### config.mk
export PLATFORM = sky130hd
export DESIGN_NAME = seg7_scan_ctrl
export DESIGN_NICKNAME = d
export VERILOG_FILES = /design/src/rtl/seg7_scan_ctrl.sv
export SDC_FILE = /design/constraint.sdc
export NUM_CORES = 1
export LEC_CHECK = 0
export CORE_MARGIN = 2
export CORE_UTILIZATION = 38
export CTS_CLUSTER_SIZE = 28
export DETAILED_ROUTE_END_ITERATION = 16
export DONT_BUFFER_PORTS = 1
export PLACE_DENSITY = 0.49
export REMOVE_ABC_BUFFERS = 1
export SLEW_MARGIN = 20
export SYNTH_ARGS = -nofsm -noshare
export SYNTH_HDL_FRONTEND = slang
export SYNTH_SLANG_ARGS = --single-unit
### constraint.sdc
create_clock -name clk -period 4 [get_ports clk]
set_input_delay 0.2 -clock clk [delete_from_list [all_inputs] [get_ports clk]]
set_output_delay 0.2 -clock clk [all_outputs]
set_load 0.03 [all_outputs]
### src/rtl/seg7_scan_ctrl.sv
// Scan controller for a multi-digit 7-segment display behind a pair of 74HC595s.
// Optional build macro SEG7_LEADING_ZERO_BLANK_EN blanks leading zero digits at each snapshot.
module seg7_scan_ctrl #(
    parameter int NUM_DIGITS = 8,
    parameter int SCAN_TICKS = 50000
) (
    input  logic        clk,
    input  logic        reset,
    input  logic        en,
    input  logic [31:0] digits,
    input  logic [7:0]  dp_mask,
    input  logic [7:0]  blank_mask,
    output logic [15:0] out_data,
    output logic        out_valid,
    input  logic        out_ready,
    output logic        busy,
    output logic        frame_done
);
    localparam int            CW        = (SCAN_TICKS > 1) ? $clog2(SCAN_TICKS) : 1;
    localparam logic [CW-1:0] LAST_TICK = CW'(SCAN_TICKS - 1);
    localparam logic [2:0]    LAST_IDX  = 3'(NUM_DIGITS - 1);
    localparam logic [15:0]   DARK_WORD = 16'hFFFF;

    typedef enum logic [1:0] {IDLE, SEND, HOLD, BLANK} state_t;

    state_t        state, state_nxt;
    logic [2:0]    idx, idx_nxt;
    logic [CW-1:0] cnt, cnt_nxt;
    logic [15:0]   data_nxt;
    logic          valid_nxt, fd_nxt;
    logic [31:0]   snap_digits, snap_digits_nxt;
    logic [7:0]    snap_dp, snap_dp_nxt, snap_blank, snap_blank_nxt;
    logic          wrap;
    logic [2:0]    idx_adv;

    // Active-low segment byte with the dp bit (bit 7) off.
    function automatic logic [7:0] seg_code(input logic [3:0] v);
        case (v)
            4'h0: return 8'hC0;  4'h1: return 8'hF9;  4'h2: return 8'hA4;  4'h3: return 8'hB0;
            4'h4: return 8'h99;  4'h5: return 8'h92;  4'h6: return 8'h82;  4'h7: return 8'hF8;
            4'h8: return 8'h80;  4'h9: return 8'h90;  4'hA: return 8'h88;  4'hB: return 8'h83;
            4'hC: return 8'hC6;  4'hD: return 8'hA1;  4'hE: return 8'h86;  default: return 8'h8E;
        endcase
    endfunction

`ifdef SEG7_LEADING_ZERO_BLANK_EN
    // Marks the run of zero digits from the top down; digit 0 always stays visible.
    function automatic logic [7:0] lead_zero_mask(input logic [31:0] d);
        logic [7:0] m;
        logic       zero_run;
        m        = '0;
        zero_run = 1'b1;
        for (int k = NUM_DIGITS - 1; k >= 1; k--) begin
            zero_run = zero_run && (d[4*k +: 4] == 4'h0);
            m[k]     = zero_run;
        end
        return m;
    endfunction
`endif

    function automatic logic [15:0] encode_word(input logic [31:0] d, input logic [7:0] dp,
                                                input logic [7:0] bl, input logic [2:0] i);
        logic [7:0] seg;
        logic [7:0] dark;
        seg = seg_code(d[{i, 2'b00} +: 4]);
`ifdef SEG7_LEADING_ZERO_BLANK_EN
        dark = bl | lead_zero_mask(d);
`else
        dark = bl;
`endif
        if (dp[i])   seg[7] = 1'b0;
        if (dark[i]) seg    = 8'hFF;
        return {seg, ~(8'b1 << i)};
    endfunction

    assign wrap    = (idx == LAST_IDX);
    assign idx_adv = wrap ? 3'd0 : idx + 3'd1;
    assign busy    = (state != IDLE);

    always_comb begin
        // NOTE: every output of this block gets a default first so no path can infer a latch.
        state_nxt       = state;
        idx_nxt         = idx;
        cnt_nxt         = cnt;
        data_nxt        = out_data;
        valid_nxt       = out_valid;
        fd_nxt          = 1'b0;
        snap_digits_nxt = snap_digits;
        snap_dp_nxt     = snap_dp;
        snap_blank_nxt  = snap_blank;

        case (state)
            IDLE: begin
                if (en) begin
                    snap_digits_nxt = digits;
                    snap_dp_nxt     = dp_mask;
                    snap_blank_nxt  = blank_mask;
                    idx_nxt         = 3'd0;
                    data_nxt        = encode_word(digits, dp_mask, blank_mask, 3'd0);
                    valid_nxt       = 1'b1;
                    state_nxt       = SEND;
                end
            end
            SEND: begin
                if (out_ready) begin
                    valid_nxt = 1'b0;
                    cnt_nxt   = '0;
                    state_nxt = HOLD;
                end
            end
            HOLD: begin
                if (cnt == LAST_TICK) begin
                    fd_nxt    = wrap;
                    valid_nxt = 1'b1;
                    if (en) begin
                        idx_nxt   = idx_adv;
                        state_nxt = SEND;
                        // Inputs are re-sampled only at frame start so a frame never tears.
                        if (wrap) begin
                            snap_digits_nxt = digits;
                            snap_dp_nxt     = dp_mask;
                            snap_blank_nxt  = blank_mask;
                            data_nxt        = encode_word(digits, dp_mask, blank_mask, 3'd0);
                        end else begin
                            data_nxt = encode_word(snap_digits, snap_dp, snap_blank, idx_adv);
                        end
                    end else begin
                        data_nxt  = DARK_WORD;
                        state_nxt = BLANK;
                    end
                end else begin
                    cnt_nxt = cnt + CW'(1);
                end
            end
            BLANK: begin
                if (out_ready) begin
                    valid_nxt = 1'b0;
                    idx_nxt   = 3'd0;
                    state_nxt = IDLE;
                end
            end
            default: state_nxt = IDLE;
        endcase
    end

    always_ff @(posedge clk or posedge reset) begin
        if (reset) begin
            state       <= IDLE;
            idx         <= '0;
            cnt         <= '0;
            out_data    <= DARK_WORD;
            out_valid   <= 1'b0;
            frame_done  <= 1'b0;
            snap_digits <= '0;
            snap_dp     <= '0;
            snap_blank  <= '0;
        end else begin
            // NOTE: state registers use non-blocking assignments so all update together at the edge.
            state       <= state_nxt;
            idx         <= idx_nxt;
            cnt         <= cnt_nxt;
            out_data    <= data_nxt;
            out_valid   <= valid_nxt;
            frame_done  <= fd_nxt;
            snap_digits <= snap_digits_nxt;
            snap_dp     <= snap_dp_nxt;
            snap_blank  <= snap_blank_nxt;
        end
    end

endmodule

==> results of run 1 <==
==> layer usage <==
metal	up-vias	track usage [%]	routed length, um
li1	1598	-	-
met1	1608	23.8	5410
met2	56	27.1	4910
met3	12	4.71	478
met4	0	5.62	143
met5	-	0	0
==> worst reg2reg max path, cell delays in order (launching register included) <==
cell	delay, ns
dfrtp_1	0.42
ha_1	0.25
ha_1	0.54
clkinv_1	0.34
a211o_1	0.31
a22oi_1	0.52
inv_1	0.18
ha_1	0.24
inv_1	0.09
nor3_1	0.06
a311oi_1	0.25
a21oi_1	0.10
==> final timing paths <==
| kind | depth (start not counted) | startpoint | slack (ns) | to |
|---|---|---|---|---|
| worst max register to register | 11 | idx[0] | 0.62 | out_data[8] |
| worst min register to register | 1 | snap_blank[1] | 0.50 | snap_blank[1] |
| worst min-delay path | 1 | blank_mask[5] | 0.02 | snap_blank[5] |
| min in group asynchronous | 2 | reset | 0.39 | cnt[13] |
| worst max-delay path | 11 | idx[0] | 0.62 | out_data[8] |
| max in group asynchronous | 3 | reset | 2.82 | snap_digits[24] |
==> final cells by class <==
cell class | instances | area [sq um] | share of cell area, %
Multi-Input combinational cell | 290 | 2360 | 41.6
Sequential cell | 87 | 2200 | 38.7
Clock buffer | 10 | 229 | 4.03
Tap cell | 168 | 210 | 3.70
Clock inverter | 6 | 37.5 | 0.661
Inverter | 18 | 72.6 | 1.28
Timing Repair Buffer | 58 | 568 | 10.0
==> sequential cells by signal (all words and copies together), names as in the netlist <==
register,cells
snap_dp,8
snap_blank,8
out_data,16
cnt,16
frame_done,1
snap_digits,32
out_valid,1
state,2
idx,3
==> power groups by stage <==
stage               combinational, mW  clock (mW)  sequential [mW]
global route                     2.05       0.827             1.63
global placement                 1.81           0             1.60
CTS                              1.86       0.791             1.59
detailed placement               1.81           0             1.60
finish                           1.85       0.764             1.58
floorplan                        1.40           0             1.53
==> layout by cell type (no fill, tap or decap), types with 3 or more instances in the layout <==
cell            n
a211oi_1        4
a21oi_1        12
a22oi_1         3
a31oi_1         6
a41oi_1         4
and3_1          6
buf_4           9
clkbuf_16       9
clkinv_2        3
clkinvlp_4      3
dfrtp_1        71
dfstp_2        16
dlygate4sd3_1  48
ha_1           21
inv_1          16
mux2_2         52
mux2i_1        11
mux4_2         10
nand2_1        30
nand3_1        11
nor2_1         34
nor2b_1         3
nor3_1          3
o21a_1          3
o21ai_0        18
o31ai_1         4
xnor2_1         4
xor2_1          8
==> logic make-up (layout without fill, tap and decap cells) <==
| family | count (synthesis) | count (layout) | share of synthesized area [%] |
|---|---|---|---|
| AND/OR/NAND/NOR | 109 | 109 | 11.5 |
| flip-flops | 87 | 87 | 46.6 |
| AO/OA/AOI/OAI | 75 | 75 | 11.2 |
| multiplexers | 73 | 73 | 19.5 |
| buffers and inverters | 37 | 92 | 3.45 |
| adder cells (fa/ha/maj) | 21 | 21 | 5.57 |
| XOR/XNOR | 12 | 12 | 2.23 |
==> through the flow <==
| step | instance area [sq um] | setup WS (ns) |
|---|---|---|
| finish | 5680 | 0.618 |
| global route | 5680 | 0.348 |
| CTS | 5670 | 0.647 |
| detailed placement | 4930 | 0.660 |
| global placement | 4930 | 0.727 |
| floorplan | 4620 | -0.175 |
==> results.txt, run 1 <==
The flow ran to the end, and the final reports show no timing, DRC or antenna violations. The area of the die is 13300 sq um. The clock root buffer is clkbuf_16. The portion of the post-synthesis area used by sequential elements is 46.6%. The post-layout total power is 4.19 mW. The number of clock buffers added by TritonCTS is 9. The power density over the cells is 739 nW/um^2. After detailed routing, the average wire length per cell comes to ~17 um. The effective utilization at floorplan is 39.1%. The share of post-route cells with drive strength above 1 came out at 24.5%.

The post-CTS setup buffer count came out at 0. The net switching power figure came out at 1.62 mW. The worst-margin pin slew is between 0.8 and 0.9 ns. The worst-case headroom to the max-slew limit is about two fifths. The total area inside the core boundary comes to 12100 sq um. For this run, the leading register cell type out of synthesis is dfrtp_1.

The total global routing overflow is 0. The final cell count without fillers came out at 637. For this run, the top clock speed supported by timing is 296 MHz. The via-per-instance ratio came out at roughly 5. The combined global-route utilization of all metal layers came out at about 17%.

In the finished design, the share of the clock period the worst path needs comes to 84.5%. TritonCTS built the clock tree. The total length of routed wires came out at 10.9 mm. The final layout contains 537 nets. The CTS sink count came out at 87. The number of failing hold endpoints at the final stage came to 0. The synthesized instance count came out at 414.

The required time of the worst setup path came out at roughly 4.3 ns. On the final layout, the worst clock skew is 0.00645 ns. The number of enable flip-flop cells after synthesis is 0. The distinct cell type count of the synthesized netlist came out at 60. The number of placement rows is 40. The nature of the critical path startpoint is a flip-flop. Along the worst path, the maximum fanout reaches 10. Together, buffers and inverters on the worst path number 3. The die span in y is 115 um. The maximum number of pins on one net before global-route repair is 63. Setup repair after global routing left no endpoint under its margin.

Grouping stages by cell kind, the critical path spends the most delay in compound AO/OA/AOI/OAI gates. The count of nets left with antenna violations once routing finished came out at 0. The summed instance area of the synthesized netlist came out at 4720 sq um.

The number of placed cells counting well taps came out at 573. The number of vias after detailed routing came out at 3274. The routability congestion estimate is 0.779. STA puts the critical path data arrival time at between 3 and 4 ns. The most numerous cell type found on the critical path is ha_1. The later-pin clock latency in the skew report came out at 0.34 ns.

The worst path needs 3.38 ns of the cycle, external delays included. The initial antenna violation count was 0. Of the total power, the share spent switching nets is 38.5%.

Setup violations remaining at the end of the flow were counted as 0. The number of max-slew violations in the final report came out at 0. In this run the static leakage power is 2.36 nW. Among all cell types in the netlist, the one instantiated most often is dfrtp_1. The worst setup path is captured at a flip-flop.

The hold buffer count at CTS is 47. By area the synthesized netlist is led by dfrtp_1, mux2_2, dfstp_2. The final design utilization is 47.1%. The synthesized design devotes to its leading area cell type 37.7% of total area.

The first-pass GRT wire length came out at 17.8 mm. The number of flip-flops and latches in the synthesized netlist is a little under 90. The average cell area after synthesis is about 11 sq um. Of the total power, registers draw 37.7%. The type of the worst setup path is reg -> reg. The share of total power dissipated in combinational logic is ~44%. The HPWL after detailed placement is 7.69 mm. For this run, design rule violations remaining after detail routing come to 0. The number of warnings issued by yosys came out at 0. The worst-case vdd ir drop came out at roughly 0.00038 V. The die extent in x came out at 115 um. The number of port buffers came out at 0.

The number of H-tree levels is 3. Walking the worst path, the cells encountered are ha_1 > ha_1 > clkinv_1 > a211o_1 > a22oi_1 > inv_1 > ha_1 > inv_1 > nor3_1 > a311oi_1 > a21oi_1. The classification of the worst-slack hold path is in -> reg. After synthesis, the most frequently instantiated cells are dfrtp_1, mux2_2, nor2_1. Cell internal power was estimated by the tool at 2.58 mW. The filler cell count in the final layout is 1121. The first-iteration detailed-routing DRC count came out at 141. The clock network is responsible for 18.2% of the overall power. The detailed-routing iteration count for the pre-antenna-repair pass came out at 4. The number of antenna diodes in the final layout is 0. The maximum clock insertion buffer count is 2.

After clock tree synthesis, the repair step resized 0 gates. The proportion of synthesized flip-flops having asynchronous set or reset is 100%. The clock slew seen by the registers of the worst setup and hold paths came out at approximately 0.06 ns. The via count of the first global-routing pass came out at 3389. The worst hold-check slack is 0.0158 ns. In this run the count of I/O pins placed on the die edge is 71. The final setup TNS is 0 ns. The largest incremental delay on the critical path came out at 0.54 ns. On the critical path, the stage with the largest delay is an instance of ha_1. The area growth from synthesis to layout is 20.4%. Summed over all instances, the cell type with the most area after synthesis is dfrtp_1.

The number of max-cap violations came out at 0.
Power figures use the tool's default switching activity.
==> inputs of run 2 (changes only) <==
==> constraint.sdc (replaced) <==
create_clock -name clk -period 3.3 [get_ports clk]
set_input_delay 0.165 -clock clk [delete_from_list [all_inputs] [get_ports clk]]
set_output_delay 0.165 -clock clk [all_outputs]
set_load 0.03 [all_outputs]
==> results.txt, run 2 (synthesis results as in run 1) <==
The run finished with clean final reports. The total global routing overflow came out at 0 (unchanged). The via count of the first global-routing pass came out at 3536 (+4.3%). The part of the total power dissipated in combinational logic came out at 42.7% (-1.4 points). The leakage power figure came to 2.45 nW (+3.6%). The type of the worst setup path is reg -> reg. The clock slew seen by the registers of the worst setup and hold paths came out at 0.06 ns (about the same). The share of total power in sequential cells is 35.5% (-2.2 points). The number of DRC violations after detailed routing was 0 (unchanged). In the layout the commonest cells are dfrtp_1, mux2_2, dlygate4sd3_1, nor2_1, nand2_1. The startpoint identified for the worst register-to-register timing path is idx[0]. The internal power consumption came out at 3.44 mW (+33%). The top-level I/O count came out at 71 (unchanged). The number of antenna repair diodes came out at 0 (unchanged). The die extent in x is 115 um (unchanged). The number of max-cap violations came out at 0 (unchanged). The area of the core region came to 12100 sq um (unchanged). The worst hold-check slack came out at 0.0284 ns (+0.0126 ns). TritonCTS built the clock tree. The nature of the critical path startpoint is a flip-flop. The arrival time reported for the critical path endpoint was 3.25 ns (-0.40 ns). The library cell used most frequently in the layout, excluding fill and tap cells, is dfrtp_1. The worst-case headroom to the max-slew limit is 47.9% (+7.4 points). The number of failing setup endpoints in the final timing report is 0 (unchanged). The combined global-route utilization of all metal layers came out at 18.1% (+0.69 points). The number of flip-flops in the largest register came out at 32 (unchanged). The path with the worst hold slack has its endpoint at out_data[15]. The number of failing hold endpoints at the final stage came out at 0 (unchanged). The worst reg-to-reg path cell count is 10 (-1). The number of vias after detailed routing is 3336 (+1.9%). The area growth from synthesis to final layout came out at 23.6%. The post-detailed-route count of antenna-violating nets came to 0 (unchanged).

The post-placement worst setup slack is 0.353 ns (-0.307 ns). The power density over the cells came to 924 nW/um^2 (+25%). The worst-margin pin slew was 0.780 ns (-0.0872 ns). The worst setup slack for register-to-register paths came out at 0.32 ns (-0.29 ns). The CTS sink count came out at 87 (unchanged). The post-CTS setup buffer count is 0 (unchanged). The worst-case vdd ir drop came out at 0.000502 V (+31%). The first-iteration detailed-routing DRC count is 142 (+0.71%). The min-delay analysis places its worst path in the category in -> reg. The area of the die is 13300 sq um (unchanged). The per-cell routed wire length came out at 17.0 um (-1.3%).

The effective utilization at floorplan is 39.1% (unchanged). The first-pass GRT wire length came to 18.5 mm (+3.6%). The post-route clock skew is 0.00490 ns (-0.00155 ns).

The share of total power in the clock network is 21.8% (+3.6 points). The maximum clock insertion buffer count came out at 2 (unchanged). The tree is rooted in a clkbuf_16. The post-layout total power came out at 5.39 mW (+29%).

The final period utilization came out at 90.2% (+5.6 points). The die span in y is 115 um (unchanged). The detailed-routing iteration count for the pre-antenna-repair pass is 4 (unchanged).

In this run the most critical hold path is launched from dp_mask[0]. The area of all placed cells without fillers is 5830 sq um (+2.7%). The switching share of power is 36.2% (-2.3 points). The kind of capture point of the worst setup path is a flip-flop. The net count of the finished layout came out at 547 (+1.9%). The shortest period the worst path allows is 2.98 ns (-0.406 ns). The placed cell area came out at 4980 sq um (+0.99%). The initial antenna violation count came out at 0 (unchanged). The share of post-route cells with drive strength above 1 came out at 25.1% (+0.53 points). The number of port buffers is 0 (unchanged). The number of H-tree levels was 3 (unchanged). The via-per-instance ratio was 5.16 (+0.32%). The number of max-slew violations in the final report is 0 (unchanged). The number of gates resized after CTS came out at 0 (unchanged). The required time of the worst setup path is 3.57 ns (-0.70 ns). The endpoint identified for the worst register-to-register timing path is out_data[14]. The minimum setup slack in the final design is 0.324 ns (-0.294 ns).

The maximum number of pins on one net before global-route repair came out at 50 (-21%). The placed wire-length estimate is 7.87 mm (+2.4%). The top achievable clock speed came out at 336 MHz (+14%). The worst-path maximum fanout came to 7 (-3). The TritonCTS buffer count came out at 9 (unchanged). The net switching power figure came out at 1.95 mW (+21%). The routability congestion estimate came to 0.779 (about the same). Setup repair after global routing left no endpoint under its margin. The total length of routed wires came out at 11.0 mm (+0.20%). In the final layout, the registers with the most flip-flops are snap_digits x32, cnt x16, out_data x16. The cell depth of the worst hold path is 3 (+2). The final setup TNS came to 0 ns (unchanged). The number of placement rows came out at 40 (unchanged). The register bank with the most flops is snap_digits. The later-pin clock latency in the skew report is 0.34 ns (about the same).
## run 2: changes by cell type in the layout (fill, tap and decap cells not counted), sizes merged
cell	delta
clkinvlp	-3
clkinv	-3
dlygate4sd3	+3
clkbuf	+3
bufinv	+3
buf	+7
## run 2: area by class of cell
| cell class | instances | area [sq um] |
|---|---|---|
| clock buffers | 13 | 250 |
| clock inverters | 3 | 90.1 |
| fillers | 1113 | 6230 |
| inverters | 18 | 68.8 |
| multi-input cells | 290 | 2360 |
| flip-flops and latches | 87 | 2200 |
| well taps | 168 | 210 |
| repair buffers | 68 | 651 |
## run 2: layer usage
metal	track usage, %	vias to the layer above	part of all wire [%]
met5	0	-	0
met2	28.8	67	47
met3	4.50	10	4.7
li1	-	1623	-
met4	6.10	0	1.5
met1	24.3	1636	47
## run 2: repair_timing
action,CTS,global route
endpoints found under the setup margin,0,0
hold buffers,51,0
endpoints found under the hold margin,91,0
## run 2: worst max path at each step
stage | endpoint | cells past startpoint | startpoint
after floorplan | snap_blank[0] | 5 | cnt[5]
after detailed placement | out_data[12] | 10 | idx[0]
after CTS | out_data[12] | 10 | idx[0]
after global routing | out_data[12] | 10 | idx[0]
after global placement | out_data[12] | 10 | idx[0]
final | out_data[14] | 10 | idx[0]
## run 2: power groups by stage
stage          Clock [mW]  Combinational (mW)  Sequential (mW)
2_1_floorplan           0                1.70             1.85
3_3_place_gp            0                2.26             1.93
3_5_place_dp            0                2.28             1.94
4_1_cts              1.20                2.34             1.92
5_1_grt              1.24                2.57             1.98
6_report             1.17                2.30             1.91
## run 2: critical path, stage by stage, from the launching register on
cell and delay [ns]:
dfrtp_1 0.41, ha_1 0.26, ha_1 0.43, clkinv_1 0.28
a211o_1 0.30, a22oi_1 0.34, inv_1 0.15, ha_1 0.22
mux2i_1 0.17, o2111ai_1 0.14, a22o_1 0.21
## run 2: per-stage QoR
stage,utilization [%],cells
after global routing,48.4,647
after floorplan,-,395
after detailed placement,41.3,580
after CTS,48.4,647
final,48.4,647
after global placement,41.3,580
